===== config.mk =====
export PLATFORM = sky130hd
export DESIGN_NAME = gps_time_counter
export DESIGN_NICKNAME = d
export VERILOG_FILES = /design/src/rtl/gps_time_counter.sv
export SDC_FILE = /design/constraint.sdc
export NUM_CORES = 1
export LEC_CHECK = 0
export BUFFER_PORTS_ARGS = -buffer_cell sky130_fd_sc_hd__buf_4
export CAP_MARGIN = 20
export CORE_MARGIN = 2
export CORE_UTILIZATION = 45
export CTS_BUF_LIST = sky130_fd_sc_hd__clkbuf_4 sky130_fd_sc_hd__clkbuf_8 sky130_fd_sc_hd__clkbuf_16
export DETAILED_ROUTE_END_ITERATION = 12
export PLACE_DENSITY = 0.7
export SLEW_MARGIN = 20
export SYNTH_ARGS = -nofsm -noshare
export SYNTH_HDL_FRONTEND = slang
export SYNTH_SLANG_ARGS = --single-unit

===== constraint.sdc =====
create_clock -name clk -period 4.54 [get_ports clk]
set_input_delay 0.227 -clock clk [delete_from_list [all_inputs] [get_ports clk]]
set_output_delay 0.227 -clock clk [all_outputs]
set_load 0.01 [all_outputs]

===== src/rtl/gps_time_counter.sv =====
// ---------------------------------------------------------------------------
// gps_time_counter
//
// Free-running calendar / time-of-day source for the GPS timestamp latch.
// The GPS message decoder loads an absolute time, and the receiver PPS pulse
// keeps it aligned. The counter advances one microsecond every CLKS_PER_US
// clocks. Carries ripple through ms, s, min, h, day, month and year within
// a single cycle.
//
// Parameters
//   CLKS_PER_US   clk cycles per microsecond (>= 2)
//
// Ports
//   clk            in   1   system clock, all logic on posedge
//   reset          in   1   asynchronous active-high reset
//   load           in   1   1-cycle strobe: take *_in fields as current time
//   year_in        in  12   full year (e.g. 2024)
//   month_in       in   4   1..12
//   day_in         in   5   1..31
//   hour_in        in   5   0..23
//   minute_in      in   6   0..59
//   second_in      in   6   0..59
//   millisec_in    in  10   0..999
//   microsec_in    in  10   0..999
//   pps            in   1   1-cycle pulse on a whole GPS second (clk domain)
//   year_out ..
//   microsec_out   out      registered current time, same widths as *_in
//   time_valid     out  1   set by the first load, cleared only by reset
//   us_tick        out  1   high in the cycle a new microsecond value appears
//
// Event priority: reset > load > pps > prescaler tick.
// ---------------------------------------------------------------------------
module gps_time_counter #(
    parameter int CLKS_PER_US = 100
) (
    input  logic        clk,
    input  logic        reset,
    input  logic        load,
    input  logic [11:0] year_in,
    input  logic [3:0]  month_in,
    input  logic [4:0]  day_in,
    input  logic [4:0]  hour_in,
    input  logic [5:0]  minute_in,
    input  logic [5:0]  second_in,
    input  logic [9:0]  millisec_in,
    input  logic [9:0]  microsec_in,
    input  logic        pps,
    output logic [11:0] year_out,
    output logic [3:0]  month_out,
    output logic [4:0]  day_out,
    output logic [4:0]  hour_out,
    output logic [5:0]  minute_out,
    output logic [5:0]  second_out,
    output logic [9:0]  millisec_out,
    output logic [9:0]  microsec_out,
    output logic        time_valid,
    output logic        us_tick
);

    localparam int              PW         = (CLKS_PER_US > 2) ? $clog2(CLKS_PER_US) : 1;
    localparam logic [PW-1:0]   PRESC_LAST = PW'(CLKS_PER_US - 1);

    // -----------------------------------------------------------------------
    // Month length. Leap rule is the simple year % 4 test. That test is exact
    // for 2001..2099, which covers the operating range. Month codes outside
    // 1..12 fall into the 31-day default, so a bad load still rolls over.
    // -----------------------------------------------------------------------
    function automatic logic [4:0] days_in_month(input logic [3:0] mon,
                                                 input logic [11:0] yr);
        logic [4:0] dim;
        case (mon)
            4'd4, 4'd6, 4'd9, 4'd11: dim = 5'd30;
            4'd2:                    dim = (yr[1:0] == 2'b00) ? 5'd29 : 5'd28;
            default:                 dim = 5'd31;
        endcase
        return dim;
    endfunction

    logic [PW-1:0] prescaler;
    logic          presc_done;
    logic          tick;       // microsecond advance this cycle
    logic          pps_take;   // pps honoured this cycle (no competing load)
    logic [4:0]    dim_now;

    // Carry enables. Each one means "this field increments or wraps now".
    logic inc_ms;
    logic inc_sec;
    logic inc_min;
    logic inc_hour;
    logic inc_day;
    logic inc_month;
    logic inc_year;

    assign presc_done = (prescaler == PRESC_LAST);
    assign tick       = presc_done && !load && !pps;
    assign pps_take   = pps && !load;
    assign dim_now    = days_in_month(month_out, year_out);

    // -----------------------------------------------------------------------
    // Carry chain. Every wrap test uses >=, not ==, so an out-of-range value
    // (for example second=63 from an unchecked load) wraps on its next
    // increment. Otherwise it would count up to the field's bit width.
    // A pps that arrives with ms >= 500 is early: the local second has not
    // rolled yet, so the pps injects the seconds carry itself. A pps with
    // ms < 500 is late: the second already rolled, so it only zeroes ms/us.
    // -----------------------------------------------------------------------
    always_comb begin
        // NOTE: every always_comb output gets a value on every path; a
        // missing default would infer a latch.
        inc_ms    = 1'b0;
        inc_sec   = 1'b0;
        inc_min   = 1'b0;
        inc_hour  = 1'b0;
        inc_day   = 1'b0;
        inc_month = 1'b0;
        inc_year  = 1'b0;

        inc_ms    = tick && (microsec_out >= 10'd999);
        inc_sec   = (inc_ms && (millisec_out >= 10'd999)) ||
                    (pps_take && (millisec_out >= 10'd500));
        inc_min   = inc_sec   && (second_out >= 6'd59);
        inc_hour  = inc_min   && (minute_out >= 6'd59);
        inc_day   = inc_hour  && (hour_out   >= 5'd23);
        inc_month = inc_day   && (day_out    >= dim_now);
        inc_year  = inc_month && (month_out  >= 4'd12);
    end

    // -----------------------------------------------------------------------
    // State registers. reset is expected to be released synchronously to
    // clk by the reset tree. Assertion takes effect immediately, mid-count.
    // -----------------------------------------------------------------------
    always_ff @(posedge clk or posedge reset) begin
        // NOTE: sequential state uses non-blocking assignments only, so all
        // fields update from the same pre-edge values.
        if (reset) begin
            prescaler    <= '0;
            year_out     <= 12'd0;
            month_out    <= 4'd1;
            day_out      <= 5'd1;
            hour_out     <= 5'd0;
            minute_out   <= 6'd0;
            second_out   <= 6'd0;
            millisec_out <= 10'd0;
            microsec_out <= 10'd0;
            time_valid   <= 1'b0;
            us_tick      <= 1'b0;
        end else if (load) begin
            // Absolute time from the decoder is taken as-is. A simultaneous
            // pps is dropped, because the loaded value is already aligned.
            prescaler    <= '0;
            year_out     <= year_in;
            month_out    <= month_in;
            day_out      <= day_in;
            hour_out     <= hour_in;
            minute_out   <= minute_in;
            second_out   <= second_in;
            millisec_out <= millisec_in;
            microsec_out <= microsec_in;
            time_valid   <= 1'b1;
            us_tick      <= 1'b0;
        end else begin
            // pps restarts the sub-microsecond phase as well.
            if (pps_take || presc_done) begin
                prescaler <= '0;
            end else begin
                prescaler <= prescaler + 1'b1;
            end

            if (pps_take) begin
                microsec_out <= 10'd0;
            end else if (tick) begin
                microsec_out <= (microsec_out >= 10'd999) ? 10'd0 : microsec_out + 10'd1;
            end

            if (pps_take) begin
                millisec_out <= 10'd0;
            end else if (inc_ms) begin
                millisec_out <= (millisec_out >= 10'd999) ? 10'd0 : millisec_out + 10'd1;
            end

            if (inc_sec) begin
                second_out <= (second_out >= 6'd59) ? 6'd0 : second_out + 6'd1;
            end

            if (inc_min) begin
                minute_out <= (minute_out >= 6'd59) ? 6'd0 : minute_out + 6'd1;
            end

            if (inc_hour) begin
                hour_out <= (hour_out >= 5'd23) ? 5'd0 : hour_out + 5'd1;
            end

            // Days and months are 1-based, so they wrap to 1, not 0.
            if (inc_day) begin
                day_out <= (day_out >= dim_now) ? 5'd1 : day_out + 5'd1;
            end

            if (inc_month) begin
                month_out <= (month_out >= 4'd12) ? 4'd1 : month_out + 4'd1;
            end

            // Year wraps 4095 -> 0 through the natural 12-bit overflow.
            if (inc_year) begin
                year_out <= year_out + 12'd1;
            end

            us_tick <= tick;
        end
    end

endmodule

## Word level (Yosys, flattened, before mapping)

Index checks and enable logic that the tools add are counted.

| operators by class | value |
|---|---|
| order comparisons | 8 |
| add/subtract/negate cells | 9 |
| eq/ne operators | 6 |
| muxes and demuxes | 30 |
| reductions and logical operators | 25 |

Operators with widths:

| operator | count |
|---|---|
| $mux W10 | 8 |
| $mux W6 | 6 |
| $mux W5 | 6 |
| $mux W12 | 2 |
| $add A10 B1 Y10 const B | 2 |
| $ge A10 B10 Y1 const B | 2 |
| $mux W7 | 2 |
| $add A12 B1 Y12 const B | 1 |
| $add A6 B1 Y6 const B | 2 |
| $ge A6 B6 Y1 const B | 2 |
| $mux W4 | 3 |
| $reduce_bool A2 Y1 | 6 |
| $logic_and A1 B1 Y1 | 11 |
| $add A5 B1 Y5 const B | 2 |
| $ge A10 B9 Y1 const B | 1 |
| $eq A4 B3 Y1 const B | 2 |
| $eq A4 B4 Y1 const B | 2 |
| $add A7 B1 Y7 const B | 1 |
| $eq A7 B7 Y1 const B | 1 |
| $reduce_bool A3 Y1 | 2 |
| $ge A5 B5 Y1 | 1 |
| $ge A5 B5 Y1 const B | 1 |
| $add A4 B1 Y4 const B | 1 |
| $eq A4 B2 Y1 const B | 1 |
| other kinds (7) | 10 |

| storage, ports and cells | value |
|---|---|
| word-level logic and storage cells | 89 |
| output and inout bits | 60 |
| bits in registers | 67 |
| input port bits | 62 |

## Depth between registers and ports, before layout

| logic depth | value |
|---|---|
| depth after elaboration | 13 |
| depth in mapped cells | 12 |
| mapped depth without buffers | 11 |

## Worst setup path after synthesis

Ideal clock, no wire load.

| path | value |
|---|---|
| path kind | register to register |
| from | register month_out[0] |
| to | register month_out[2] |
| setup slack | 1859 ps |
| clock period less this slack | 2681 ps |
| buffers on the path | 1 |
| cell stages (with the launch flop) | 13 |
| library setup time | 131 ps |
| data arrival time | 2550 ps |
| cells stage by stage | dfstp_2 -> inv_1 -> ha_1 -> o21ai_0 -> o21ai_0 -> o21ai_0 -> ha_1 -> nand2b_1 -> a211o_1 -> clkbuf_1 -> and3_1 -> a41oi_1 -> a2bb2oi_1 |

| on the way | value |
|---|---|
| cells in the longest elaborated chain, start to end | 6 |

Ends and longest elaborated chain:

| what | RTL line | text |
|---|---|---|
| start: declaration | 49 | `output logic [3:0] month_out,` |
| start signal: assignment | 152 | `month_out <= month_in;` |
| start signal: assignment | 199 | `month_out <= (month_out >= 4'd12) ? 4'd1 : month_out + 4'd1;` |
| $eq A4 B3 Y1 or $eq A4 B4 Y1 (tied branches) | 71 | `case (mon)` |
| $reduce_or A4 Y1 | 71 |  |
| $pmux W2 S2 | 71 |  |
| $ge A5 B5 Y1 | 124 | `inc_month = inc_day && (day_out >= dim_now);` |
| $logic_and A1 B1 Y1 | 124 |  |
| $reduce_bool A2 Y1 (no source line) | - |  |

Several ways; a longest one is shown, not always the timed one. The select of a mux whose other input is x is not followed.
A chain may end at the register's enable or synchronous reset.

## Worst setup path in the final report

| path | value |
|---|---|
| from | register month_out[0] |
| to | register year_out[1] |

| on the way | value |
|---|---|
| cells in the longest elaborated chain, start to end | 7 |

Ends and longest elaborated chain:

| what | RTL line | text |
|---|---|---|
| $eq A4 B3 Y1 or $eq A4 B4 Y1 (tied branches) | 71 |  |
| $reduce_or A4 Y1 | 71 |  |
| $pmux W2 S2 | 71 |  |
| $ge A5 B5 Y1 | 124 |  |
| $logic_and A1 B1 Y1 | 124 |  |
| $logic_and A1 B1 Y1 (*) | 125 | `inc_year = inc_month && (month_out >= 4'd12);` |
| $reduce_bool A2 Y1 (no source line) (*) | - |  |
| end signal: assignment | 151 | `year_out <= year_in;` |
| end signal: assignment | 204 | `year_out <= year_out + 12'd1;` |
| end: declaration | 48 | `output logic [11:0] year_out,` |

Every way passes the cells marked *; elsewhere a longest branch is shown, timed or not.

==> summary.txt <==
Floorplanning
  • DIE AREA: 0.0103 mm²
  • Die Y-Extent: 102 µm
  • Core footprint: 0.00924 mm²
  • Cell Rows: 35
  • Chip width: 102 µm
  • Initial Utilization: 46.4%
  • Ports: 122

STA
  • Final hold violation count: 0
  • Final Skew: 14.1 ps
  • Setup_tns: 0 ps
  • Hold slack final: about 96 ps
  • FMAX: 0.328 GHz
  • Slew HR: 42.1%
  • Worst slew pin tran: 869 ps
  • Final Critical Period: around 3000 ps
  • Slew Viols, Final: 0
  • RSZ-0062 raised after global routing: no
  • Final Cycle Share: 67.2%
  • Setup violations, final: 0

Synthesis
  • Syn Std Cell Area: ~0.0043 mm²
  • Post-Synth Adder-Cell Area: 4.67%
  • Avg Inst Size Synth: 8.69 µm²
  • Post-synthesis mux area share: 0%
  • Post-synthesis compound-gate area fraction: 27.0%
  • Synth area leaders: dfrtp_1 (38%), ha_1 (4.7%), nand2_1 (4.2%)
  • Mapped Cells: 493
  • Post-synth ARST share: 100%
  • Top-count cell post-synth: dfrtp_1
  • Seq/Total Area, Yosys: 39.2%
  • Number of enable flip-flop cells after synthesis: 0
  • Main combinational cell family by area after synthesis: compound AO/OA/AOI/OAI gates
  • Syn nets: 571
  • Post-synthesis simple-gate area fraction: approximately a quarter
  • Post-synth cell types: 57
  • Synth warn: 0
  • Main synth FF type: dfrtp_1
  • Post-Synth XOR/XNOR Area: 1.02%
  • Number of synthesized register bits: 67
  • Post-synth top cells: dfrtp_1 (65), nand2_1 (48), nor2_1 (42)
  • Area share of the largest cell type after synthesis: a little under two fifths
  • Yosys top cell by area: dfrtp_1

Power
  • Worst vdd ir: 159 µV
  • P_leak: ~2.4 nW
  • Overall Power: 1.78 mW
  • Pwr Density: 322 mW/mm²

Clocking
  • Num CTS Buffers: 9
  • Clock tree sinks: 67
  • TritonCTS clock tree: done
  • H-tree Lvls: 3
  • Maximum clock insertion buffer count: 2
  • # hold bufs at CTS: 0
  • Root Driver: clkbuf_8
  • Worst-skew pair later-pin latency: 350 ps
  • # resized after CTS: 0
  • CTS clk-pin slew, worst paths: 80 ps
  • Postcts setup bufs: 0

Drt
  • Antenna viol nets, final: 0
  • DRT Pass-1 Iters: 5
  • 1st-iter DRT viols: 270
  • Via density: just over 6
  • Drt wl/cell: around 17 µm
  • DRC: 0
  • Max layer used: met4
  • Total number of vias: around 4500
  • WL met2: a little under 6000 µm
  • Routed WL: 12400 µm
  • Wl on met1: 5450 µm
  • Metal3 WL: 937 µm

Cells and area
  • # diodes: 0
  • Final Non-Filler Cells: 738
  • Share of layout cells above drive strength 1: 25.6%
  • Nets: 682
  • Layout area overhead: 29.2%

Setup path
  • Crit path max fanout: 13
  • Data required, critical path: 4760 ps
  • WP data arrival: 3270 ps
  • Crit Path Category: reg2reg
  • Critical R2R Launch: month_out[0]
  • Startpoint Class: register
  • Critical Path Sink Type: register
  • Worst Setup SP: month_out[0]

Hold path
  • Hold path startpoint: month_in[3]
  • Hold crit path type: in2reg

Global route
  • First-pass GRT wire length: 20200 µm
  • Largest net degree at the start of global routing: slightly below 70
  • GRT Util Overall: 24.4%
  • GRT overflow: 0
  • Initial antenna violation count: 0
  • Vias in the first global route: 4160

Place
  • Placed instance count: 722
  • Placer Congestion: 0.840
  • Post-DP HPWL: 8530 µm
  • Port Buffers: 121

Status
  • Status: finished clean

Job
  • Max capacitance violation total: 0
routing by layer:
metal | track usage, % | vias up
met1 | 33.9 | 2191
met4 | 8.11 | 0
li1 | - | 2121
met5 | 0 | -
met3 | 5.52 | 19
met2 | 37.9 | 177
worst max-delay path, stage by stage, from the launching register on:
cell and delay [ps]:
dfstp_2 610, inv_1 80, ha_1 210, o21ai_0 130, o21ai_0 120, o21ai_0 230, ha_1 270, nand2b_1 140
a211o_1 460, nand4_1 260, nor2_1 80, o311ai_0 310
flip-flops by register name (all words and copies together) (netlist names), 5 cells and up:
name          flops
year_out         12
day_out           5
second_out        6
microsec_out     10
millisec_out     10
hour_out          5
minute_out        6
prescaler         7
cell type report:
| class | count | area [µm²] |
|---|---|---|
| clock buffers | 11 | 145 |
| clock inverters | 5 | 100 |
| fillers | 825 | 3710 |
| inverters | 25 | 93.8 |
| multi-input cells | 374 | 2400 |
| flip-flops and latches | 67 | 1680 |
| well taps | 129 | 161 |
| repair buffers | 127 | 953 |
cells in the final DEF (no fill, tap or decap), types with 3 or more instances in the layout:
cell type  netlist  routed
a32oi_1          8       8
nor2b_1          3       3
or4_1           13      13
nor4_1           5       5
o21ai_0         31      31
nor3_1           8       8
a21oi_1         15      15
a31oi_1         25      25
nand2_1         48      48
a2bb2oi_1        4       4
and3_1          10      10
o211a_1          3       3
nand3_1         24      24
nand2b_1         3       3
a311o_1          3       3
clkbuf_8         0      10
nor3b_1          3       3
and2_1           5       5
inv_1           25      24
a211o_1          3       3
ha_1            16      16
dfrtp_1         65      65
o31ai_1         19      19
o211ai_1         9       9
bufinv_16        0       3
or3_1            3       3
o41ai_1          4       4
a22o_1          12      12
buf_4            0     127
nand4_1         16      16
nor2_1          42      42
xnor2_1          3       3
o311ai_0         3       3
where the power goes:
part	total, mW	internal (mW)	leakage, nW	switching [mW]
clock network	0.621	0.385	0.127	0.237
registers	0.745	0.655	0.800	0.0901
logic	0.418	0.201	1.49	0.217
total	1.78	1.24	2.41	0.544
cell families (layout without fill, tap and decap cells):
family	count (synthesis)	count (layout)
simple gates	194	194
compound gates	159	159
flops	67	67
buf+inv	52	168
fa+ha+maj	16	16
xor+xnor	5	5
metrics by stage:
step	worst slack (ps)	area (µm²)	utilization (%)
after floorplan	1860	4280	-
after global placement	1720	5290	57.2
after detailed placement	1600	5290	57.2
after CTS	1490	5530	59.9
after global routing	1300	5530	59.9
final	1490	5530	59.9
final timing paths:
check,depth (start not counted),slack (ps),end
max,11,1490,year_out[1]
min,2,100,month_out[3]
max reg2reg,11,1490,year_out[1]
min reg2reg,1,470,time_valid
max in group asynchronous,3,3830,millisec_out[9]
min in group asynchronous,3,150,second_out[5]
Power figures use the tool's default switching activity.
